## config.mk

```make
export PLATFORM = sky130hd
export DESIGN_NAME = redmule_x_buffer_mq
export DESIGN_NICKNAME = d
export VERILOG_FILES = /design/src/rtl/redmule_x_buffer_mq.sv
export SDC_FILE = /design/constraint.sdc
export NUM_CORES = 2
export LEC_CHECK = 0
export CAP_MARGIN = 30
export CORE_UTILIZATION = 45
export DETAILED_ROUTE_END_ITERATION = 16
export HOLD_SLACK_MARGIN = 0.15
export SLEW_MARGIN = 30
export SYNTH_ARGS = -nofsm -noshare
export SYNTH_HDL_FRONTEND = slang
export SYNTH_SLANG_ARGS = --single-unit
export TNS_END_PERCENT = 50
```

## constraint.sdc

```tcl
create_clock -name clk_i -period 9.1 [get_ports clk_i]
set_clock_uncertainty 0.1 [all_clocks]
set_input_delay 0.91 -clock clk_i [delete_from_list [all_inputs] [get_ports clk_i]]
set_output_delay 0.91 -clock clk_i [all_outputs]
set_load 0.02 [all_outputs]
```

## src/rtl/redmule_x_buffer_mq.sv

```systemverilog
// Multi-slot X-operand tile queue for the RedMulE array: packs streamed rows into D tiles and
// reveals the head tile column by column. Leftover masking is built when REDMULE_XBUF_LFTOVR_EN is defined.
module redmule_x_buffer_mq #(
    parameter int unsigned DW   = 288,
    parameter int unsigned BITW = 16,
    parameter int unsigned H    = 4,
    parameter int unsigned W    = 12,
    parameter int unsigned D    = 4
) (
    input  logic                             clk_i,
    input  logic                             rst_ni,
    input  logic                             clear_i,
    input  logic                             x_valid_i,
    output logic                             x_ready_o,
    input  logic [DW-1:0]                    x_i,
    input  logic [$clog2(W):0]               rows_lftovr_i,
    input  logic [$clog2(H):0]               cols_lftovr_i,
    input  logic                             h_shift_i,
    output logic [W-1:0][H-1:0][BITW-1:0]    x_buffer_o,
    output logic                             full_o,
    output logic                             empty_o,
    output logic [$clog2(D):0]               count_o,
    output logic                             tile_done_o
);

    localparam int unsigned RW  = $clog2(W) + 1;
    localparam int unsigned HW  = $clog2(H) + 1;
    localparam int unsigned PW  = $clog2(D);
    localparam int unsigned CW  = PW + 1;
    localparam int unsigned HQW = (H > 1) ? $clog2(H) : 1;

    logic [W-1:0][H-1:0][BITW-1:0] slot_q [D];
    logic [W-1:0][H-1:0][BITW-1:0] x_buf_q;

    logic [PW-1:0]  wr_q, rd_q;
    logic [CW-1:0]  count_q;
    logic [RW-1:0]  row_q;
    logic [HQW-1:0] h_q;
    logic           tile_done_q;

    logic [RW-1:0]  row_lim_d;
    logic [HW-1:0]  col_lim_d;
    logic           first_beat;
    logic           accept;
    logic           commit;
    logic           shift;
    logic           free;

    function automatic logic [BITW-1:0] mask_elem(input logic [BITW-1:0] e,
                                                  input int unsigned      h,
                                                  input logic [HW-1:0]    lim);
        return (HW'(h) < lim) ? e : '0;
    endfunction

    assign full_o      = (count_q == CW'(D));
    assign empty_o     = (count_q == '0);
    assign x_ready_o   = !full_o;
    assign count_o     = count_q;
    assign tile_done_o = tile_done_q;
    assign x_buffer_o  = x_buf_q;

    logic unused_x;
    assign unused_x = ^x_i;

    assign first_beat = (row_q == '0);
    assign accept     = x_valid_i && x_ready_o && !clear_i;
    assign commit     = accept && (row_q == row_lim_d - RW'(1));
    assign shift      = h_shift_i && !empty_o && !clear_i;
    assign free       = shift && (h_q == HQW'(H - 1));

`ifdef REDMULE_XBUF_LFTOVR_EN
    logic [RW-1:0] row_lim_q;
    logic [HW-1:0] col_lim_q;
    logic [RW-1:0] row_lim_new;
    logic [HW-1:0] col_lim_new;

    // Limits come straight from the inputs on the first beat so row 0 is masked with them too.
    assign row_lim_new = (rows_lftovr_i != '0) ? rows_lftovr_i : RW'(W);
    assign col_lim_new = (cols_lftovr_i != '0) ? cols_lftovr_i : HW'(H);
    assign row_lim_d   = first_beat ? row_lim_new : row_lim_q;
    assign col_lim_d   = first_beat ? col_lim_new : col_lim_q;

    always_ff @(posedge clk_i or negedge rst_ni) begin
        if (!rst_ni) begin
            row_lim_q <= RW'(W);
            col_lim_q <= HW'(H);
        end else if (clear_i) begin
            row_lim_q <= RW'(W);
            col_lim_q <= HW'(H);
        end else if (accept && first_beat) begin
            row_lim_q <= row_lim_new;
            col_lim_q <= col_lim_new;
        end
    end
`else
    logic unused_lftovr;
    assign unused_lftovr = ^{rows_lftovr_i, cols_lftovr_i};
    assign row_lim_d     = RW'(W);
    assign col_lim_d     = HW'(H);
`endif

    // Queue control: pointers, fill count, row/column progress
    always_ff @(posedge clk_i or negedge rst_ni) begin
        if (!rst_ni) begin
            wr_q        <= '0;
            rd_q        <= '0;
            count_q     <= '0;
            row_q       <= '0;
            h_q         <= '0;
            tile_done_q <= 1'b0;
        end else if (clear_i) begin
            wr_q        <= '0;
            rd_q        <= '0;
            count_q     <= '0;
            row_q       <= '0;
            h_q         <= '0;
            tile_done_q <= 1'b0;
        end else begin
            if (accept) begin
                row_q <= commit ? '0 : row_q + RW'(1);
            end
            if (commit) begin
                wr_q <= wr_q + PW'(1);
            end
            if (shift) begin
                h_q <= free ? '0 : h_q + HQW'(1);
            end
            if (free) begin
                rd_q <= rd_q + PW'(1);
            end
            count_q     <= count_q + CW'(commit) - CW'(free);
            tile_done_q <= free;
        end
    end

    // Tile storage write stage; the full flag keeps the occupied head slot out of reach
    always_ff @(posedge clk_i) begin
        for (int w = 0; w < W; w++) begin
            for (int h = 0; h < H; h++) begin
                if (accept) begin
                    if (RW'(w) == row_q) begin
                        slot_q[wr_q][w][h] <= mask_elem(x_i[h*BITW +: BITW], h, col_lim_d);
                    end
`ifdef REDMULE_XBUF_LFTOVR_EN
                    else if (first_beat) begin
                        slot_q[wr_q][w][h] <= '0;
                    end
`endif
                end
            end
        end
    end

    // Output stage: one head-tile column per shift
    always_ff @(posedge clk_i or negedge rst_ni) begin
        if (!rst_ni) begin
            x_buf_q <= '0;
        end else if (clear_i) begin
            x_buf_q <= '0;
        end else if (shift) begin
            for (int w = 0; w < W; w++) begin
                for (int h = 0; h < H; h++) begin
                    if (HQW'(h) == h_q) begin
                        x_buf_q[w][h] <= slot_q[rd_q][w][h];
                    end
                end
            end
        end
    end

endmodule

```

==> results.md <==
- Number of global-route vias before repair: 68200
- Max incr delay on CP: 0.81 ns
- Core Area: 306300 sq um
- Post-synthesis cell count: 5893
- R2R Path End: slot_q[2][460]
- Pwr dens: 217.9 nW/um^2
- Origin of the critical flop-to-flop path: count_o[1]
- Pre-Repair DR Iteration Count: 5
- Sequential area share after synthesis: 80.63%
- Hold depth: 1
- Syn-to-layout area delta: 19.75%
- Clock Tree Buf Depth: 4
- Outcome: complete, no violations
- Post-synth EDFFs: 3072
- Drt total wl: 374.9 mm
- Placed cells: 10670
- Worst rel slew slack: 27.03%
- Share of layout cells above drive strength 1: 22.41%
- R2R cell count: 4
- Initial antenna violation count: 14
- Buffers on Ports: 843
- Finished Cell Area: 166100 sq um
- Final Non-Filler Cells: 11430
- CP Launch Type: flip-flop
- Finished Core Util: 54.23%
- CTS sink cnt: 3855
- Global-route usage over all layers: 23.99%
- CTS buffer count: 392
- Worst Path Required: 8.09 ns
- # IOs: 1076
- Sum Neg Setup Slack: 0 ns
- Final setup fails: 0
- Synth Flop Type: edfxtp_1
- Hold EP: slot_q[2][449]
- Detail Route Antenna Nets: 0
- Drt drc: 0
- Via-to-Cell Ratio: 5.849
- Final Slew Violations: 0
- Peak supply drop: 175.9 uV
- Area of the multi-input gates: 25350 sq um
- Max Fclk: 238.8 MHz
- Slowest-stage cell, CP: clkdlybuf4s50_1
- DP HPWL: 210.1 mm
- Worst skew pair latency: 0.94 ns
- Row count: 203
- CP arrival: 3.18 ns
- Initial Util: 45.28%
- Post-Synthesis Cell Area: 138700 sq um
- R2R Setup Slk: 5.23 ns
- CP Launch Point: count_o[1]
- Post-DR wirelength/cell: 32.79 um
- Crit path cell chain: or3b_1 > inv_2 > clkdlybuf4s50_1
- DP Area: 152400 sq um
- Worst Hold Launch: x_i[1]
- Die X: 557.2 um
- Die Area: 310500 sq um
- Synth warn: 0
- WP buf/inv: 2
- GPL Wtd Cong: 0.7722
- Ys async rst share: 20.31%
- Synth Register Bits: 3855
- Endpoint type of the worst setup path: primary output
- Hold Vio Cnt, Final: 0
- Worst slew pin tran: 1.095 ns
- Min-delay worst type: input port to flip-flop
- Pin count of the biggest net entering global routing: 181
- RSZ-0062 raised after global routing: false
- Sequential Area: 111900 sq um
- GRT overflow: 0
- CP Class: flip-flop to primary output
- # fillers: 23290
- First-pass GRT wire length: 523.7 mm
- Count of cell types in the netlist: 42
- DR iter-0 viols: 6550
- Die Y: 557.2 um
- CP top delay family: buffers and inverters
- Mean Syn Cell Area: 23.54 sq um
- Static Leak: 55.75 nW
- Max FO, Critical Path: 14
- Power Total: 36.20 mW
- Setup bufs post-CTS: 0
- Clock slew at reported path FFs: 0.06 ns
- Via Count: 66870
- Nets: 7287
- Root Driver: clkbuf_16
- Minimum clock period: 4.188 ns
- Fin crit share: 46.02%
- CTS tree: yes
- Clock H-tree levels: 5
- Syn Nets: 6208
- Max-Cap Viols: 0
## cell usage after synthesis (2+ instances only)
library cell     n  area, sq um
a21oi_1          5        25.02
a21oi_2          4        35.03
a22o_1         768         6726
and2_1           4        25.02
buf_1           17        63.81
buf_2          155        775.7
buf_4            5        37.54
buf_6           47        529.3
clkbuf_1       122        457.9
dfrtp_1        783        19590
edfxtp_1      3072        92250
ha_1            13        162.7
inv_1           10        37.54
inv_2            2        7.510
mux2i_1          3        30.03
mux4_2         768        17300
nand2_1          8        30.03
nand2b_1         7        43.79
nand3_1          5        25.02
nand4_1          7        43.79
nor2_1          50        187.7
nor2b_1          7        43.79
nor3b_2          3        37.54
o21ai_0          5        25.02
or3_1            3        18.77
xnor2_1          4        35.03
## where the power goes
| group | total (mW) | switching, mW | internal [mW] |
|---|---|---|---|
| logic | 0.531 | 0.458 | 0.0737 |
| clock network | 16.6 | 6.92 | 9.67 |
| registers | 19.1 | 0.00623 | 19.1 |
| total | 36.2 | 7.38 | 28.8 |
## through the flow
stage | worst slack [ns] | hold slack (ns)
after detailed placement | 3.974 | 0.3899
after global routing | 4.795 | 0.3568
after CTS | 4.805 | 0.3487
after global placement | 3.793 | 0.3846
final | 4.912 | 0.3897
after floorplan | 4.253 | 0.4039
## layout make-up
cell class,instances,share of cell area (%)
well taps,4100,3.088
clock buffers,546,6.541
clock inverters,193,1.577
inverters,12,0.03013
multi-input cells,1680,15.26
repair buffers,1031,6.144
flip-flops and latches,3855,67.33
diodes,15,0.02260
## cell families after synthesis
family	share of synthesized area (%)
DFF	80.63
AOI/OAI and AO/OA	4.947
muxes	12.49
buffers and inverters	1.376
and+or+nand+nor	0.3951
adders and majority gates	0.1317
xor gates and xnor gates	0.03157
## per-layer routing
| metal | global-route usage, % | part of all wire [%] |
|---|---|---|
| met5 | 0 | 0 |
| met4 | 7.002 | 3.1 |
| met3 | 4.347 | 6.6 |
| met2 | 38.68 | 49 |
| met1 | 33.62 | 42 |
## cell usage in the layout, fill, tap and decap left out, drive strengths merged, types with 2 or more instances in the layout
| master | Yosys | layout |
|---|---|---|
| a22o | 768 | 768 |
| clkinv | 0 | 128 |
| buf | 224 | 217 |
| and2 | 4 | 4 |
| a21oi | 9 | 9 |
| nand4 | 7 | 7 |
| clkinvlp | 0 | 10 |
| clkdlybuf4s50 | 0 | 813 |
| mux2i | 3 | 3 |
| xnor2 | 4 | 4 |
| nor2 | 50 | 50 |
| nand2b | 7 | 7 |
| ha | 13 | 13 |
| dfrtp | 783 | 783 |
| inv | 12 | 24 |
| nand2 | 8 | 8 |
| nor2b | 7 | 7 |
| edfxtp | 3072 | 3072 |
| nand3 | 5 | 5 |
| o21ai | 5 | 5 |
| bufinv | 0 | 43 |
| diode | 0 | 15 |
| or2 | 2 | 2 |
| or3 | 3 | 3 |
| clkbuf | 122 | 546 |
| nor3b | 3 | 3 |
| mux4 | 768 | 768 |
## timing repair
item	CTS	global route
endpoints found under the hold margin	88	0
resized for setup	0	0
endpoints found under the setup margin	0	0
hold buffers	1	0
## registers in the layout (all words and copies together), names as in the netlist
name and cells:
wr_q 2, x_buffer_o 768, row_q 5, h_q 2, tile_done_o 1, count_o 3, rd_q 2, slot_q 3072
## worst max-delay path by stage
| stage | depth (start not counted) | slack [ns] | to |
|---|---|---|---|
| detailed placement | 6 | 3.97 | slot_q[0][446] |
| finish | 3 | 4.91 | full_o |
| global placement | 6 | 3.79 | slot_q[0][433] |
| CTS | 3 | 4.80 | full_o |
| global route | 3 | 4.80 | full_o |
| floorplan | 4 | 4.25 | slot_q[1][384] |
Power figures use the tool's default switching activity.
